`config.mk`:
```
export PLATFORM = sky130hd
export DESIGN_NAME = sequence_generator
export DESIGN_NICKNAME = d
export VERILOG_FILES = /design/src/rtl/seq_gen_pkg.sv /design/src/rtl/seq_shift_reg.sv /design/src/rtl/sequence_generator.sv
export SDC_FILE = /design/constraint.sdc
export NUM_CORES = 1
export LEC_CHECK = 0
export CAP_MARGIN = 5
export CORE_ASPECT_RATIO = 1.25
export CORE_MARGIN = 2
export CORE_UTILIZATION = 25
export DETAILED_ROUTE_END_ITERATION = 12
export PLACE_DENSITY_LB_ADDON = 0.05
export SLEW_MARGIN = 20
export SYNTH_ARGS = -nofsm -noshare
export SYNTH_HDL_FRONTEND = slang
export SYNTH_HIERARCHICAL = 1
export SYNTH_SLANG_ARGS = --single-unit
```
`constraint.sdc`:
```
create_clock -name clk -period 2.2 [get_ports clk]
set_input_delay 0.55 -clock clk [delete_from_list [all_inputs] [get_ports clk]]
set_output_delay 0.55 -clock clk [all_outputs]
set_load 0.05 [all_outputs]
```
`src/rtl/seq_gen_pkg.sv`:
```
// Shared types and default parameters for the serial pattern transmitter.
package seq_gen_pkg;

  typedef enum logic [1:0] {
    S_IDLE  = 2'd0,
    S_SHIFT = 2'd1,
    S_GAP   = 2'd2
  } seq_state_t;

  localparam int DEF_WIDTH = 4;
  localparam int DEF_CNT_W = 8;
  localparam int DEF_GAP   = 0;

endpackage

```
`src/rtl/seq_shift_reg.sv`:
```
// Parallel-load shift register presenting its MSB; zeros shift in from the LSB.
module seq_shift_reg #(
  parameter int WIDTH = 4
) (
  input  logic             i_clk,
  input  logic             i_rst,
  input  logic             i_load,
  input  logic             i_shift,
  input  logic [WIDTH-1:0] i_data,
  output logic             o_msb
);

  logic [WIDTH-1:0] r_data;

  always_ff @(posedge i_clk) begin
    if (!i_rst)       r_data <= '0;
    else if (i_load)  r_data <= i_data;
    else if (i_shift) r_data <= {r_data[WIDTH-2:0], 1'b0};
  end

  assign o_msb = r_data[WIDTH-1];

endmodule

```
`src/rtl/sequence_generator.sv`:
```
// Sends a captured pattern MSB-first, repeated reps times with an optional idle gap.
//   state   | meaning
//   S_IDLE  | waiting for a start handshake
//   S_SHIFT | emitting one pattern bit per cycle
//   S_GAP   | idle gap between repetitions
module sequence_generator
  import seq_gen_pkg::*;
#(
  parameter int WIDTH = DEF_WIDTH,
  parameter int CNT_W = DEF_CNT_W,
  parameter int GAP   = DEF_GAP
) (
  input  logic             clk,
  input  logic             rst,
  input  logic             start_valid,
  output logic             start_ready,
  input  logic [WIDTH-1:0] pattern,
  input  logic [CNT_W-1:0] reps,
  input  logic             abort,
  output logic             out,
  output logic             out_valid,
  output logic             busy,
  output logic             done
);

  localparam int BC_W = (WIDTH > 2) ? $clog2(WIDTH) : 1;
  localparam int GC_W = (GAP > 0) ? $clog2(GAP + 1) : 1;
  localparam logic [BC_W-1:0]  BC_LAST = BC_W'(WIDTH - 1);
  localparam logic [BC_W-1:0]  BC_ONE  = BC_W'(1);
  localparam logic [GC_W-1:0]  GC_LOAD = GC_W'((GAP > 0) ? GAP - 1 : 0);
  localparam logic [GC_W-1:0]  GC_ONE  = GC_W'(1);
  localparam logic [CNT_W-1:0] REP_ONE = CNT_W'(1);

  seq_state_t       r_state,    w_state_nxt;
  logic [WIDTH-1:0] r_pattern,  w_pattern_nxt;
  logic [CNT_W-1:0] r_rep_left, w_rep_nxt;
  logic [BC_W-1:0]  r_bit_cnt,  w_bit_nxt;
  logic [GC_W-1:0]  r_gap_cnt,  w_gap_nxt;
  logic             r_done,     w_done_nxt;
  logic             w_load, w_shift, w_msb;
  logic [WIDTH-1:0] w_load_data;

  always_ff @(posedge clk) begin
    if (!rst) begin
      r_state    <= S_IDLE;
      r_pattern  <= '0;
      r_rep_left <= '0;
      r_bit_cnt  <= '0;
      r_gap_cnt  <= '0;
      r_done     <= 1'b0;
    end else begin
      r_state    <= w_state_nxt;
      r_pattern  <= w_pattern_nxt;
      r_rep_left <= w_rep_nxt;
      r_bit_cnt  <= w_bit_nxt;
      r_gap_cnt  <= w_gap_nxt;
      r_done     <= w_done_nxt;
    end
  end

  always_comb begin
    w_state_nxt   = r_state;
    w_pattern_nxt = r_pattern;
    w_rep_nxt     = r_rep_left;
    w_bit_nxt     = r_bit_cnt;
    w_gap_nxt     = r_gap_cnt;
    w_done_nxt    = 1'b0;
    w_load        = 1'b0;
    w_shift       = 1'b0;
    case (r_state)
      S_IDLE: begin
        if (start_valid) begin
          w_pattern_nxt = pattern;
          w_rep_nxt     = (reps == '0) ? REP_ONE : reps;
          w_bit_nxt     = '0;
          w_load        = 1'b1;
          w_state_nxt   = S_SHIFT;
        end
      end
      S_SHIFT: begin
        if (abort) begin
          w_state_nxt = S_IDLE;
        end else if (r_bit_cnt == BC_LAST) begin
          if (r_rep_left <= REP_ONE) begin
            w_state_nxt = S_IDLE;
            w_done_nxt  = 1'b1;
          end else begin
            // reload the captured copy; inputs may have moved since the handshake
            w_rep_nxt = r_rep_left - REP_ONE;
            w_bit_nxt = '0;
            w_load    = 1'b1;
            if (GAP > 0) begin
              w_state_nxt = S_GAP;
              w_gap_nxt   = GC_LOAD;
            end
          end
        end else begin
          w_bit_nxt = r_bit_cnt + BC_ONE;
          w_shift   = 1'b1;
        end
      end
      S_GAP: begin
        if (abort)                 w_state_nxt = S_IDLE;
        else if (r_gap_cnt == '0)  w_state_nxt = S_SHIFT;
        else                       w_gap_nxt   = r_gap_cnt - GC_ONE;
      end
      default: w_state_nxt = S_IDLE;
    endcase
  end

  assign w_load_data = (r_state == S_IDLE) ? pattern : r_pattern;

  seq_shift_reg #(.WIDTH(WIDTH)) u_shift (
    .i_clk   (clk),
    .i_rst   (rst),
    .i_load  (w_load),
    .i_shift (w_shift),
    .i_data  (w_load_data),
    .o_msb   (w_msb)
  );

  assign start_ready = (r_state == S_IDLE) && rst;
  assign out_valid   = (r_state == S_SHIFT);
  assign out         = w_msb && out_valid;
  assign busy        = (r_state != S_IDLE);
  assign done        = r_done;

endmodule

```
After elaboration in Yosys (flattened, before gate mapping)
Cells that the tools add are included.
{ "word_totals": {"regBits": 22, "latch_bits": 0, "mem_bits_rw": 0, "rom_bits": 0, "inputBits": 16, "out_inout_bits": 5, "wordCells": 70, "n_memories": 0} }
{ "classes": {"add_sub_neg": 3, "multipliers": 0, "div_mod_pow": 0, "magnitude_cmp": 1, "eq_ne": 11, "n_shift": 0, "muxes": 31, "bitwise_logic": 4, "reduce_logical": 13} }
{ "ops": {"columns": ["operator", "n"], "rows": [
  ["$mux W8", 5],
  ["$mux W2", 10],
  ["$pmux W8 S2", 1],
  ["$mux W4", 3],
  ["$mux W1", 9],
  ["$le A8 B1 Y1 const B", 1],
  ["$logic_not A8 Y1", 1],
  ["$reduce_and A4 Y1", 2],
  ["$sub A8 B1 Y8 const B", 1],
  ["$ne A2 B2 Y1 const B", 3],
  ["$ne A3 B2 Y1 const B", 2],
  ["$ne A3 B3 Y1 const B", 2],
  ["$pmux W2 S3", 1],
  ["$reduce_bool A2 Y1", 3],
  ["$reduce_and A5 Y1", 1],
  ["$eq A2 B2 Y1 const B", 2],
  ["$not A1 Y1", 4],
  ["$pmux W2 S2", 1],
  ["$reduce_and A2 Y1", 2],
  ["$reduce_or A4 Y1", 1],
  ["$add A2 B1 Y2 const B", 1],
  ["$eq A2 B1 Y1 const B", 1],
  ["$logic_and A1 B1 Y1", 2],
  ["$logic_not A2 Y1", 1],
  ["3 further kinds", 3]
]} }

Logic depth before layout (Yosys ltp)
Gate-level depths: netlist (run 1).
{ "depth": {"word_depth": 6, "depth_mapped": 8, "mapped_depth_nobuf": 6} }

By module
The synthesis (run 1) kept the hierarchy.
{ "modules_own_cells": {"columns": ["module", "n_inst", "cells_per_inst", "area_each_um2", "seq_area_each_um2"], "rows": [
  ["sequence_generator", 1, 119, 1006.0, 320.3],
  ["seq_shift_reg", 1, 16, 186.4, 80.1]
]} }

Worst setup path after synthesis (run 1)
No wires, ideal clock.
{ "synth_timing": {"path_kind": "reg-to-output", "from": "register r_state[0]", "to": "output out", "arrival_ns": 1.957, "t_required_ns": 1.650, "setup_slack_ns": -0.307, "path_stages_with_launch": 5, "path_cell_list": "dfxtp_1 buf_2 buf_1 clkbuf_1 and2_1"} }
{ "synth_via": {"elab_chain_cells": 2} }
{ "synth_rtl": {"columns": ["element", "line", "rtl"], "rows": [
  ["start, declared", "sequence_generator.sv:34", "seq_state_t r_state, w_state_nxt;"],
  ["start signal, assigned", "sequence_generator.sv:52", "r_state <= w_state_nxt;"],
  ["$eq A2 B1 Y1", "sequence_generator.sv:123", "assign out_valid = (r_state == S_SHIFT);"],
  ["$logic_and A1 B1 Y1", "sequence_generator.sv:124", "assign out = w_msb && out_valid;"],
  ["end, declared", "sequence_generator.sv:20", "output logic out,"]
]} }
Every way passes these cells.

Worst setup path after layout (run 1)
{ "layout_timing": {"from": "input rst", "to": "output start_ready"} }
{ "layout_via": {"elab_chain_cells": 1} }
{ "layout_rtl": {"columns": ["element", "line", "rtl"], "rows": [
  ["start, declared", "sequence_generator.sv:14", "input logic rst,"],
  ["$logic_and A1 B1 Y1", "sequence_generator.sv:122", "assign start_ready = (r_state == S_IDLE) && rst;"],
  ["end, declared", "sequence_generator.sv:16", "output logic start_ready,"]
]} }
Every way passes these cells.

==> results of run 1 <==
==> sequential cells by signal (all words and copies together) (netlist names) <==
signal	count
r_rep_left	8
r_pattern	4
u_shift/r_data	4
r_bit_cnt	2
done	1
r_state	1
==> routing by layer <==
layer  track usage  vias to the layer above  routed length, um
li1              -                      558                  -
met3       0.01801                        2                 83
met1        0.1762                      538               1557
met4       0.04375                        0                 25
met2        0.2364                       13               1602
met5             0                        -                  0
==> per-stage QoR <==
step                setup WS, ps  hold slack (ps)
global route               127.2            486.1
finish                     208.0            458.1
global placement           7.633            439.6
CTS                        191.2            459.8
floorplan                 -29.07            432.9
detailed placement        -5.175            447.9
==> power groups by stage <==
stage / clock (uW) / combinational (uW) / sequential, uW
2_1_floorplan: 0 / 164 / 420
3_3_place_gp: 0 / 262 / 428
3_5_place_dp: 0 / 262 / 430
4_1_cts: 390 / 263 / 421
5_1_grt: 404 / 287 / 427
6_report: 376 / 260 / 421
==> Yosys cell counts, types with 2 or more instances <==
cell type | count | share of area
nor2_1 | 8 | 0.025
clkbuf_1 | 3 | 0.0094
or4_1 | 3 | 0.019
a22oi_1 | 2 | 0.013
mux2_2 | 8 | 0.076
buf_2 | 3 | 0.013
o21ai_0 | 2 | 0.0084
nand3_1 | 5 | 0.021
mux2i_1 | 4 | 0.034
or2b_1 | 3 | 0.019
o211ai_1 | 2 | 0.013
nand2b_1 | 3 | 0.016
dfxtp_1 | 20 | 0.34
nor2b_1 | 2 | 0.010
inv_1 | 5 | 0.016
nand2_1 | 15 | 0.047
o211a_1 | 4 | 0.034
ha_1 | 3 | 0.031
a31oi_1 | 3 | 0.016
and2_1 | 3 | 0.016
a21oi_1 | 9 | 0.038
==> critical path: cells and delay by family <==
kind          cells  cell delay (ps)
buf+inv           3              730
simple gates      1              160
==> worst paths after layout <==
path,startpoint,end,slack (ps)
max,rst,start_ready,210
max reg2reg,r_rep_left[0],u_shift/r_data[3],260
min reg2reg,r_pattern[1],r_pattern[1],460
min,r_pattern[1],r_pattern[1],460
==> cell type report <==
cell class | instances | area [um2] | area share
Clock inverter | 1 | 30.03 | 0.01863
Timing Repair Buffer | 32 | 305.3 | 0.1894
Tap cell | 60 | 75.07 | 0.04658
Inverter | 5 | 18.77 | 0.01165
Sequential cell | 20 | 401.6 | 0.2492
Multi-Input combinational cell | 102 | 739.5 | 0.4588
Clock buffer | 3 | 41.29 | 0.02562
==> kinds of logic after synthesis <==
group                      count (synthesis)  synth area share
DFF                                       20            0.3358
and+or+nand+nor                           52            0.2508
muxes                                     12            0.1091
buffers and inverters                     13           0.04722
adders and majority gates                  3           0.03148
AOI/OAI and AO/OA                         35            0.2256
==> results.sh, run 1 <==
export IMPL_status="completed"
export IMPL_final_hold_violation_count=0
export IMPL_syn_cell_area_um2=1192
export IMPL_antenna_found_initial=0
export IMPL_fin_total_pwr_uw=1057
export IMPL_switching_share=0.2774
export IMPL_cts_resized=0
export IMPL_whs_path_depth=2
export IMPL_cts_root_buf="clkbuf_8"
export IMPL_post_cts_setup_buffers=0
export IMPL_crit_chain="clkdlybuf4s50_1 > inv_1 > nor2_2 > buf_12"
export IMPL_io_buffers=20
export IMPL_drive_above_1_share=0.2331
export IMPL_worst_setup_path_type="input pin to primary output"
export IMPL_cts_made_buffers=3
export IMPL_power_frac_seq=0.398
export IMPL_layout_common_cells="19 x dfxtp_1, 16 x clkdlybuf4s50_1, 15 x nand2_1"
export IMPL_path_max_fanout=3
export IMPL_p_per_area_nw_per_um2=656.2
export IMPL_first_pass_iters=4
export IMPL_instances_no_fill=223
export IMPL_setup_viol=0
export IMPL_fp_row_count=28
export IMPL_synth_main_ff_cell="dfxtp_1"
export IMPL_holdBufCountCts=0
export IMPL_synthCells=135
export IMPL_internal_power_uw=764.1
export IMPL_vias=1111
export IMPL_crit_slowest_cell="clkdlybuf4s50_1"
export IMPL_grt_pass1_wl_um=5658
export IMPL_min_period_ps=1992
export IMPL_wirelength_um=3267
export IMPL_io_pins=21
export IMPL_tns_ps=0
export IMPL_synth_edf_count=0
export IMPL_drt_initial_drc_count=71
export IMPL_gr_total_overflow=0
export IMPL_grtUsageTotal=0.1373
export IMPL_worstMarginPinSlew_ps=698.2
export IMPL_yosysWarnings=6
export IMPL_worst_setup_path_start_kind="input pin"
export IMPL_max_stage_delay_ps=500
export IMPL_path_clk_slew_ps=80
export IMPL_drc_errors=0
export IMPL_avgSynthCellArea_um2=8.833
export IMPL_max_slew_margin_rel=0.5280
export IMPL_skew_ps=1.242
export IMPL_worstSkewPairLatency_ps=260
export IMPL_fin_util=0.3459
export IMPL_crit_arrival_ps=1440
export IMPL_p_leak_uw=0.0006329
export IMPL_yosysSeqAreaShare=0.3358
export IMPL_numClockSinks=20
export IMPL_via_per_inst=4.982
export IMPL_fillers=494
export IMPL_place_inst=219
export IMPL_syn_to_final_growth_pct=35.15
export IMPL_async_flop_share=0
export IMPL_comb_power_share=0.246
export IMPL_die_h_um=81.22
export IMPL_wire_per_inst_um=14.65
export IMPL_dpl_hpwl_um=2455
export IMPL_cts_tree="yes"
export IMPL_clock_power_share=0.356
export IMPL_rsz0062_at_grt="false"
export IMPL_core_area_um2=4659
export IMPL_ir_drop_mv=0.2039
export IMPL_maxCapViolations=0
export IMPL_grt_max_degree=20
export IMPL_ant_nets=0
export IMPL_place_congestion=0.7437
export IMPL_period_share=0.9055
export IMPL_required_ps=1650
export IMPL_synth_net_count=154
export IMPL_endpoint_kind="primary output"
export IMPL_die_area_um2=5342
export IMPL_start_util=0.2559
export IMPL_diodes=0
export IMPL_clock_path_buffers=2
export IMPL_maxSlewViolCount=0
export IMPL_place_area_um2=1540
export IMPL_h_tree_depth=1
export IMPL_switching_power_uw=293.3
export IMPL_final_common_cell="dfxtp_1"
export IMPL_hold_path_class="flop to flop"
export IMPL_yosys_register_bits=20
export IMPL_die_x_um=65.77
export IMPL_fmax_ghz=0.5020
export IMPL_post_route_cell_area_um2=1612
export IMPL_ys_types=46
export IMPL_nets=183
export IMPL_rr_worst_depth=6
export IMPL_grt_pass1_vias=1122
No activity file was read; power rests on OpenSTA's default activity.
==> inputs of run 2 (changes only) <==
CTS_CLUSTER_DIAMETER = 150   (was default)
==> results of run 2 <==
The final DEF is identical to that of run 1; final timing and power are the same.
==> inputs of run 3 (changes only) <==
CELL_PAD_IN_SITES_DETAIL_PLACEMENT = 0   (was default)
CELL_PAD_IN_SITES_GLOBAL_PLACEMENT = 1   (was default)
==> run 3 against run 2 <==
Design area increased by 0.93%. Fmax is 2.6% lower. Count of clock-buffer cells in the layout is the same. Final cell count is 0.90% higher. Total power decreased by 0.15%. Hold slack better by 2.8 ps. Via count about the same. Flip-flop and latch count is the same. Register-to-register slack better by 20 ps. Clock power about the same. Die area unchanged.
==> results.sh, run 3 (same netlist as run 1, synthesis figures left out) <==
export IMPL_status="completed"
export IMPL_worstMarginPinSlew_ps=722.0
export IMPL_endpoint_kind="flop"
export IMPL_wire_per_inst_um=14.58
export IMPL_dp_slack_ps=-103.5
export IMPL_layout_common_cells="19 x dfxtp_1, 16 x clkdlybuf4s50_1, 16 x buf_4"
export IMPL_worst_setup_path_start_kind="input pin"
export IMPL_cts_resized=0
export IMPL_required_ps=2390
export IMPL_p_leak_uw=0.0006431
export IMPL_die_h_um=81.22
export IMPL_nets=185
export IMPL_setup_viol=0
export IMPL_io_buffers=20
export IMPL_grtUsageTotal=0.1351
export IMPL_post_route_cell_area_um2=1627
export IMPL_syn_to_final_growth_pct=36.41
export IMPL_period_share=0.9298
export IMPL_maxCapViolations=0
export IMPL_wirelength_um=3280
export IMPL_hold_path_class="flop to flop"
export IMPL_regMostFlops="r_rep_left"
export IMPL_worstSkewPairLatency_ps=260
export IMPL_gr_total_overflow=0
export IMPL_antenna_found_initial=0
export IMPL_fin_util=0.3491
export IMPL_final_common_cell="dfxtp_1"
export IMPL_min_period_ps=2046
export IMPL_grt_max_degree=21
export IMPL_multi_input_area_um2=739.5
export IMPL_path_max_fanout=2
export IMPL_fin_ws_ps=154.5
export IMPL_first_pass_iters=4
export IMPL_drc_errors=0
export IMPL_final_hold_violation_count=0
export IMPL_max_slew_margin_rel=0.5119
export IMPL_reg_top3="r_rep_left: 8 flops, r_pattern: 4 flops, u_shift/r_data: 4 flops"
export IMPL_io_pins=21
export IMPL_cts_made_buffers=3
export IMPL_via_per_inst=4.933
export IMPL_place_congestion=0.8234
export IMPL_dpl_hpwl_um=2508
export IMPL_crit_arrival_ps=2240
export IMPL_largest_reg_flops=8
export IMPL_worst_setup_path_type="input pin to flop"
export IMPL_met1_usage=0.1872
export IMPL_ant_nets=0
export IMPL_ir_drop_mv=0.2344
export IMPL_p_per_area_nw_per_um2=649.2
export IMPL_holdBufCountCts=0
export IMPL_path_clk_slew_ps=80
export IMPL_fillers=485
export IMPL_grt_busiest_layer="met2"
export IMPL_grt_pass1_wl_um=5513
export IMPL_post_cts_setup_buffers=0
export IMPL_place_area_um2=1555
export IMPL_fp_row_count=28
export IMPL_vias=1110
export IMPL_drt_initial_drc_count=52
export IMPL_skew_ps=1.027
export IMPL_rsz0062_at_grt="false"
export IMPL_numClockSinks=20
export IMPL_maxSlewViolCount=0
export IMPL_diodes=0
export IMPL_seq_area_um2=401.6
export IMPL_drive_above_1_share=0.2424
export IMPL_grt_pass1_vias=1117
export IMPL_grtUsageMet3=0.01801
export IMPL_h_tree_depth=1
export IMPL_core_area_um2=4659
export IMPL_cts_root_buf="clkbuf_8"
export IMPL_grt_met2_usage=0.2131
export IMPL_die_area_um2=5342
export IMPL_die_x_um=65.77
export IMPL_start_util=0.2559
export IMPL_fmax_ghz=0.4889
export IMPL_clock_path_buffers=2
export IMPL_cts_tree="yes"
[run 3: layer usage]
metal	vias up	wire length, um
met2	19	1553
li1	564	-
met4	0	21
met1	525	1609
met5	-	0
met3	2	96
[run 3: through the flow]
step | power (uW) | hold slack, ps | cells | setup TNS (ps)
global route | 1118 | 501.2 | 225 | 0
global placement | 689.4 | 439.7 | 221 | -165.2
detailed placement | 692.3 | 452.2 | 221 | -150.1
floorplan | 583.7 | 432.9 | 135 | -29.07
finish | 1056 | 460.9 | 225 | 0
CTS | 1079 | 465.1 | 225 | 0
[run 3: layout make-up]
type                            count  area share
Multi-Input combinational cell    102      0.4546
Tap cell                           60     0.04615
Clock buffer                        3     0.02538
Inverter                            5     0.01154
Sequential cell                    20      0.2469
Timing Repair Buffer               34      0.1969
Clock inverter                      1     0.01846
[run 3: report_power, final]
part | leakage, uW | switching (uW) | internal [uW] | total, uW
Sequential | 0.000165 | 32.6 | 388 | 420
Clock | 0.0000357 | 131 | 243 | 374
Combinational | 0.000443 | 127 | 135 | 261
Total | 0.000643 | 291 | 765 | 1060
[run 3: path summary, 6_finish.rpt]
kind / depth (start not counted) / from / slack [ps] / to
worst min register to register: 2 / r_pattern[1] / 460 / r_pattern[1]
worst max-delay path: 6 / reps[5] / 150 / r_rep_left[0]
worst max register to register: 6 / r_rep_left[0] / 280 / u_shift/r_data[1]
worst min-delay path: 2 / r_pattern[1] / 460 / r_pattern[1]
[run 3: worst max-delay path, cell delays in order]
cell and delay, ps:
clkdlybuf4s50_1 410, or4_1 510, nor4_1 330, buf_4 180, o311ai_0 100, mux2i_1 150
